**src/rtl/ddr_line_fetch.sv**
```systemverilog
// ddr_line_fetch: scanline prefetcher feeding a pixel FIFO from DDR burst-of-2 reads.
// Ports:
//   clk133_p_i      sole clock, rising edge
//   rst_i           asynchronous reset, active low
//   frame_start_i   pulse: line counter/address back to FRAME_BASE, clears underflow
//   line_start_i    pulse: (re)start fetching the current scanline
//   rd_req_o        burst read request, rd_addr_o its even start address
//   rd_ack_i        request accepted; rd_valid_i/rd_data_i return one word per pulse
//   pix_rd_i        pop FIFO head; pix_data_o head (0 when empty), pix_empty_o
//   line_done_o     pulse after the last word of a line is written
//   underflow_o     sticky, pop attempted while empty
// Build option: FETCH_LINE_DOUBLE_EN fetches every source line twice (2x vertical scan).
module ddr_line_fetch #(
    parameter int ADDR_W     = 25,
    parameter int LINE_WORDS = 640,
    parameter int LINES      = 480,
    parameter int FIFO_DEPTH = 32,
    parameter int FRAME_BASE = 0
) (
    input  logic              clk133_p_i,
    input  logic              rst_i,
    input  logic              frame_start_i,
    input  logic              line_start_i,
    output logic              rd_req_o,
    output logic [ADDR_W-1:0] rd_addr_o,
    input  logic              rd_ack_i,
    input  logic              rd_valid_i,
    input  logic [15:0]       rd_data_i,
    input  logic              pix_rd_i,
    output logic [15:0]       pix_data_o,
    output logic              pix_empty_o,
    output logic              line_done_o,
    output logic              underflow_o
);
    localparam int PW = $clog2(FIFO_DEPTH);
    localparam int CW = $clog2(FIFO_DEPTH + 1);
    localparam int WW = $clog2(LINE_WORDS + 1);
    localparam int LW = LINES > 1 ? $clog2(LINES) : 1;
    localparam logic [ADDR_W-1:0] BASE = ADDR_W'(FRAME_BASE);
    localparam logic [ADDR_W-1:0] STEP = ADDR_W'(LINE_WORDS);

    typedef enum logic [2:0] {IDLE, REQ, WAIT0, WAIT1, DRAIN} state_t;

    state_t            state_q, state_d;
    logic [WW-1:0]     words_left_q, words_left_d;
    logic [ADDR_W-1:0] cur_addr_q, cur_addr_d, line_addr_q, line_addr_d, rd_addr_q, rd_addr_d;
    logic [LW-1:0]     line_cnt_q, line_cnt_d;
    logic [1:0]        drain_q, drain_d, rem;
    logic              restart_q, restart_d;
    logic [PW-1:0]     wr_ptr_q, wr_ptr_d, rd_ptr_q, rd_ptr_d;
    logic [CW-1:0]     count_q, count_d;
    logic [15:0]       mem_q [FIFO_DEPTH];
    logic [15:0]       pix_data_q, pix_data_d;
    logic              rd_req_q, rd_req_d, pix_empty_q, pix_empty_d;
    logic              line_done_q, line_done_d, underflow_q, underflow_d;
    logic              wr_en, pop, flush, go, suppress, adv, last;
`ifdef FETCH_LINE_DOUBLE_EN
    logic              dbl_q, dbl_d;
`endif

    always_comb begin
        state_d      = state_q;
        words_left_d = words_left_q;
        cur_addr_d   = cur_addr_q;
        line_addr_d  = line_addr_q;
        line_cnt_d   = line_cnt_q;
        drain_d      = drain_q;
        restart_d    = restart_q;
`ifdef FETCH_LINE_DOUBLE_EN
        dbl_d        = dbl_q;
`endif
        wr_en        = 1'b0;
        flush        = 1'b0;
        go           = 1'b0;
        suppress     = 1'b0;
        adv          = 1'b0;
        line_done_d  = 1'b0;
        // words of the outstanding burst still to arrive after this cycle
        rem          = (state_q == WAIT0 ? 2'd2 : 2'd1) - {1'b0, rd_valid_i};
        underflow_d  = (underflow_q && !frame_start_i) || (pix_rd_i && count_q == '0);
        last         = line_cnt_q == LW'(LINES - 1);
        if (frame_start_i) begin
            line_cnt_d  = '0;
            line_addr_d = BASE;
`ifdef FETCH_LINE_DOUBLE_EN
            dbl_d       = 1'b0;
`endif
        end
        case (state_q)
            IDLE: go = line_start_i;
            REQ: begin
                if (rd_req_q && rd_ack_i) begin
                    if (line_start_i || frame_start_i) begin
                        state_d   = DRAIN;
                        drain_d   = 2'd2;
                        restart_d = line_start_i;
                        flush     = 1'b1;
                    end else begin
                        state_d = WAIT0;
                    end
                end else if (line_start_i) begin
                    // one idle cycle so rd_addr never moves under an asserted request
                    go       = 1'b1;
                    suppress = 1'b1;
                end else if (frame_start_i) begin
                    state_d = IDLE;
                end
            end
            WAIT0, WAIT1: begin
                if (line_start_i || frame_start_i) begin
                    flush     = 1'b1;
                    drain_d   = rem;
                    restart_d = line_start_i;
                    state_d   = rem == 2'd0 ? IDLE : DRAIN;
                    go        = rem == 2'd0 && line_start_i;
                end else if (rd_valid_i) begin
                    wr_en = 1'b1;
                    if (state_q == WAIT0) begin
                        state_d = WAIT1;
                    end else begin
                        cur_addr_d   = cur_addr_q + ADDR_W'(2);
                        words_left_d = words_left_q - WW'(2);
                        adv          = words_left_q == WW'(2);
                        line_done_d  = adv;
                        state_d      = adv ? IDLE : REQ;
                    end
                end
            end
            DRAIN: begin
                flush     = 1'b1;
                restart_d = line_start_i || (restart_q && !frame_start_i);
                if (rd_valid_i) drain_d = drain_q - 2'd1;
                if (rd_valid_i && drain_q == 2'd1) begin
                    state_d = IDLE;
                    go      = restart_d;
                end
            end
            default: state_d = IDLE;
        endcase
        if (adv) begin
            line_cnt_d  = last ? '0 : line_cnt_q + LW'(1);
`ifdef FETCH_LINE_DOUBLE_EN
            dbl_d       = !last && !dbl_q;
            line_addr_d = last ? BASE : dbl_q ? line_addr_q + STEP : line_addr_q;
`else
            line_addr_d = last ? BASE : line_addr_q + STEP;
`endif
        end
        if (go) begin
            state_d      = REQ;
            words_left_d = WW'(LINE_WORDS);
            cur_addr_d   = line_addr_d;
            flush        = 1'b1;
        end
    end

    always_comb begin
        pop         = pix_rd_i && count_q != '0 && !flush;
        wr_ptr_d    = flush ? '0 : wr_ptr_q + PW'(wr_en);
        rd_ptr_d    = flush ? '0 : rd_ptr_q + PW'(pop);
        count_d     = flush ? '0 : count_q + CW'(wr_en) - CW'(pop);
        // only request when two free entries guarantee the burst fits
        rd_req_d    = state_d == REQ && !suppress && count_d <= CW'(FIFO_DEPTH - 2);
        rd_addr_d   = state_d == REQ ? cur_addr_d : rd_addr_q;
        pix_empty_d = count_d == '0;
        // bypass the word being written when it becomes the new head
        pix_data_d  = pix_empty_d ? '0 : (wr_en && rd_ptr_d == wr_ptr_q) ? rd_data_i : mem_q[rd_ptr_d];
    end

    always_ff @(posedge clk133_p_i) begin
        if (wr_en) mem_q[wr_ptr_q] <= rd_data_i;
    end

    always_ff @(posedge clk133_p_i or negedge rst_i) begin
        if (!rst_i) begin
            state_q      <= IDLE;
            words_left_q <= '0;
            cur_addr_q   <= BASE;
            line_addr_q  <= BASE;
            line_cnt_q   <= '0;
            drain_q      <= '0;
            restart_q    <= 1'b0;
            wr_ptr_q     <= '0;
            rd_ptr_q     <= '0;
            count_q      <= '0;
            rd_req_q     <= 1'b0;
            rd_addr_q    <= '0;
            pix_data_q   <= '0;
            pix_empty_q  <= 1'b1;
            line_done_q  <= 1'b0;
            underflow_q  <= 1'b0;
`ifdef FETCH_LINE_DOUBLE_EN
            dbl_q        <= 1'b0;
`endif
        end else begin
            state_q      <= state_d;
            words_left_q <= words_left_d;
            cur_addr_q   <= cur_addr_d;
            line_addr_q  <= line_addr_d;
            line_cnt_q   <= line_cnt_d;
            drain_q      <= drain_d;
            restart_q    <= restart_d;
            wr_ptr_q     <= wr_ptr_d;
            rd_ptr_q     <= rd_ptr_d;
            count_q      <= count_d;
            rd_req_q     <= rd_req_d;
            rd_addr_q    <= rd_addr_d;
            pix_data_q   <= pix_data_d;
            pix_empty_q  <= pix_empty_d;
            line_done_q  <= line_done_d;
            underflow_q  <= underflow_d;
`ifdef FETCH_LINE_DOUBLE_EN
            dbl_q        <= dbl_d;
`endif
        end
    end

    assign rd_req_o    = rd_req_q;
    assign rd_addr_o   = rd_addr_q;
    assign pix_data_o  = pix_data_q;
    assign pix_empty_o = pix_empty_q;
    assign line_done_o = line_done_q;
    assign underflow_o = underflow_q;
endmodule

```
**config.mk**
```make
export PLATFORM = sky130hd
export DESIGN_NAME = ddr_line_fetch
export DESIGN_NICKNAME = d
export VERILOG_FILES = /design/src/rtl/ddr_line_fetch.sv
export SDC_FILE = /design/constraint.sdc
export NUM_CORES = 1
export LEC_CHECK = 0
export CORE_MARGIN = 10
export CORE_UTILIZATION = 25
export DETAILED_ROUTE_END_ITERATION = 6
export GPL_ROUTABILITY_DRIVEN = 0
export SYNTH_ARGS = -nofsm -noshare
export SYNTH_HDL_FRONTEND = slang
export SYNTH_SLANG_ARGS = --single-unit
```
**constraint.sdc**
```tcl
create_clock -name clk133_p_i -period 4.03 [get_ports clk133_p_i]
set_input_delay 0.806 -clock clk133_p_i [delete_from_list [all_inputs] [get_ports clk133_p_i]]
set_output_delay 0.806 -clock clk133_p_i [all_outputs]
set_load 0.01 [all_outputs]
```
==> flow_summary.toml <==
[run_status]
outcome = "completed"

[route]
wl_per_cell_um = 21.5
first_pass_iters = 6
antenna_left = 0
drc = 0
drtIter0Drc = 1787
vias = 17500
post_drt_via_cell_ratio = 4.92
totalWireLength_mm = 76.8

[layout]
layout.nets = 2150
area_delta_synth_final_pct = 25.1
fill_cells = 10500
drive_above_1_share_pct = 22.9
finalNonFillerCells = 3567

[yosys]
async_flop_share_pct = 20.9
synth_seq_cells = 647
synth_nets = 1874
synth_top_area_share_pct = 57.1
syn_avg_cell_area_um2 = 14.7
synth_ff_type = "edfxtp_1"
synth_seq_area_share_pct = 69.7
netlist_top_cells_area = "edfxtp_1, dfrtp_1, mux4_2"
yosys_warnings = 0
syn_area_mm2 = 0.0269
synth_cells = 1831
synth-edff-count = 512
yosysTopAreaCell = "edfxtp_1"
yosys.cell_types.count = 83

[timing]
setup_violations = 0
max_slew_margin_pct = 28.4
drv_slew = 0
fmax_mhz = 252
rsz0062_at_grt = "true"
fin_crit_sh_pct = 98.6
final_hold_viol_count = 0
setup-tns-final_ns = 0
fin_crit_ns = 3.97
finalClockSkew_ns = 0.0376
worst_slew_pin_slew_ns = 1.07

[min_path]
hold_path_class = "in2async"

[setup_path]
r2r-end = "pix_data_o[15]"
cp_max_fo = 16
crit_path_end_kind = "flop"
path_buf_inv = 4
reg2reg_depth = 19
critical_path_depth = 19
regToRegSetupSlack_ns = 0.06
critical_path.top_delay_family = "simple AND/OR/NAND/NOR gates"
crit_path_start_kind = "flop"
crit_chain = "or3b_4 > ha_4 > nor2b_4 > nor3_4 > nor2_2 > and3_4 > ha_4 > ha_4 > buf_12 > xor2_4 > buf_12 > buf_4 > buf_12 > nand2_1 > a311oi_2 > o22ai_1 > a32o_1 > o211a_1 > nor3_1"
reg2reg_from = "state_q[2]"
crit_slowest_cell = "or3b_4"
cp.arrival_ns = 4.50
critPathKind = "reg2reg"
max_stage_delay_ns = 0.43
required_ns = 4.56

[clocking]
cts_buffers = 67
ctsHoldBuffers = 0
cts_tree = "yes"
htree_levels = 3
clk_pin_slew_ns = 0.06
cts_buffer_depth = 3
cts_root_buf = "clkbuf_16"
clk_latency_ns = 0.63
clock-sinks = 647

[placement]
dp.cells = 3401
post-dp-hpwl_mm = 49.1
io_buffers = 67

[floorplan]
die-width_um = 348
die_area_mm2 = 0.121
start_util_pct = 25.2
die_h_um = 348
core_area_mm2 = 0.107
boundaryPins = 68
num_rows = 120

[grt]
grt_max_degree = 84
grt_pass1_vias = 17400
grt_pass1_wl_mm = 114
antenna_found_initial = 4
grt_overflow = 0
grt_use_total_pct = 12.3

[power]
peakVddDrop_v = 0.000332
cellPowerDensity_mw_per_mm2 = 602
p_leak_nw = 11.8

[run]
max_cap_viol_count = 0
-- cells in the mapped netlist, types with 5 or more instances --
cell       count
edfxtp_1     512
nand2_1      210
dfrtp_1      134
nor2_1       101
nor3_1        80
clkbuf_1      68
mux4_2        60
a21oi_1       58
nand3_1       56
o21ai_0       41
buf_2         35
a311oi_1      34
xnor2_1       30
a311o_1       28
inv_1         28
mux2_2        28
mux2i_1       20
ha_1          19
o22ai_1       18
o2111ai_1     17
xor2_1        17
a32o_1        16
o211a_1       16
o211ai_1      16
and3_1        15
o21ai_1       15
and2_1        11
o31ai_1       10
a31oi_1        9
nand4_1        9
nor3_2         8
nor4_1         7
nand2b_1       6
or3_1          6
nand3b_1       5
nor3b_1        5
-- cell usage in the layout (no fill, tap or decap), drive strengths merged, types with 5 or more instances in the layout --
cell             n
o21ai           56
nand4            9
o211a           16
mux4            60
nand2          210
or3              6
inv             32
bufinv           6
xnor2           31
nor3b            5
xor2            18
a311oi          34
nand2b           6
nand3           56
clkbuf          91
and3            15
edfxtp         512
nor4             9
ha              19
nand3b           5
a311o           28
clkinv          24
a31oi            9
o211ai          16
a21oi           58
mux2i           20
dfrtp          134
o31ai           10
mux2            29
and2            11
buf            254
nor3            88
a32o            16
nor2           102
clkdlybuf4s50   62
o22ai           18
o2111ai         17
-- kinds of logic after synthesis --
logic type               after synthesis  share of synthesized area, %
flip-flops                           647                          69.7
AND/OR/NAND/NOR                      543                          9.55
AO/OA/AOI/OAI                        319                          8.77
XOR/XNOR                              50                          1.73
buffers and inverters                143                          2.31
multiplexers                         109                          6.98
adder cells (fa/ha/maj)               20                         0.958
-- per-layer routing --
metal | up-vias | global-route usage, % | share of wire [%]
li1 | 7663 | - | -
met1 | 9002 | 16.5 | 43
met2 | 754 | 19.6 | 47
met3 | 128 | 2.54 | 8.2
met4 | 0 | 3.80 | 2.6
met5 | - | 0 | 0
-- sequential cells by signal, summed over array words and instances, names as in the netlist, 6 cells and up --
register,count
words_left_q,9
cur_addr_q,25
line_cnt_q,9
rd_addr_o,25
mem_q,512
line_addr_q,25
count_q,6
pix_data_o,16
-- how the worst max path moves through the flow --
stage,start,slack (ns),to
final,state_q[2],0.06,pix_data_o[15]
after global routing,state_q[2],-0.08,pix_data_o[0]
after CTS,state_q[0],0.002,pix_data_o[15]
after detailed placement,rd_valid_i,-0.77,pix_data_o[1]
after global placement,rd_valid_i,-0.77,pix_data_o[1]
after floorplan,state_q[2],0.008,pix_data_o[3]
-- timing repair --
action	4_1_cts	5_1_grt
cloned	0	1
pin swaps	6	16
gates resized for setup	11	24
hold endpoints to repair	0	0
setup endpoints to repair	15	16
setup buffers	29	10
-- power breakdown --
part	switching (W)	total [W]	internal, W
registers	0.000171	0.00756	0.00739
logic	0.00331	0.00635	0.00304
clock network	0.00269	0.00636	0.00367
-- area by class of cell --
| cell class | count | area, um^2 | area share (%) |
|---|---|---|---|
| Sequential cell | 647 | 18800 | 55.7 |
| Antenna cell | 2 | 5.00 | 0.0149 |
| Tap cell | 1403 | 1760 | 5.21 |
| Inverter | 29 | 109 | 0.323 |
| Clock buffer | 90 | 1850 | 5.51 |
| Multi-Input combinational cell | 1041 | 7730 | 23.0 |
| Clock inverter | 34 | 403 | 1.20 |
| Timing Repair Buffer | 321 | 3060 | 9.08 |
-- stage by stage --
step                      utilization (%)  hold WS, ns  setup slack (ns)  cell area (um^2)  power, W
after floorplan                         -        0.432           0.00788             26900    0.0111
final                                31.5        0.203            0.0567             33700    0.0203
after global routing                 31.5        0.268           -0.0808             33700    0.0211
after CTS                            31.3        0.257           0.00157             33500    0.0203
after global placement               28.9        0.453            -0.766             30900    0.0137
after detailed placement             28.9        0.458            -0.772             30900    0.0137
Power figures use the tool's default switching activity.
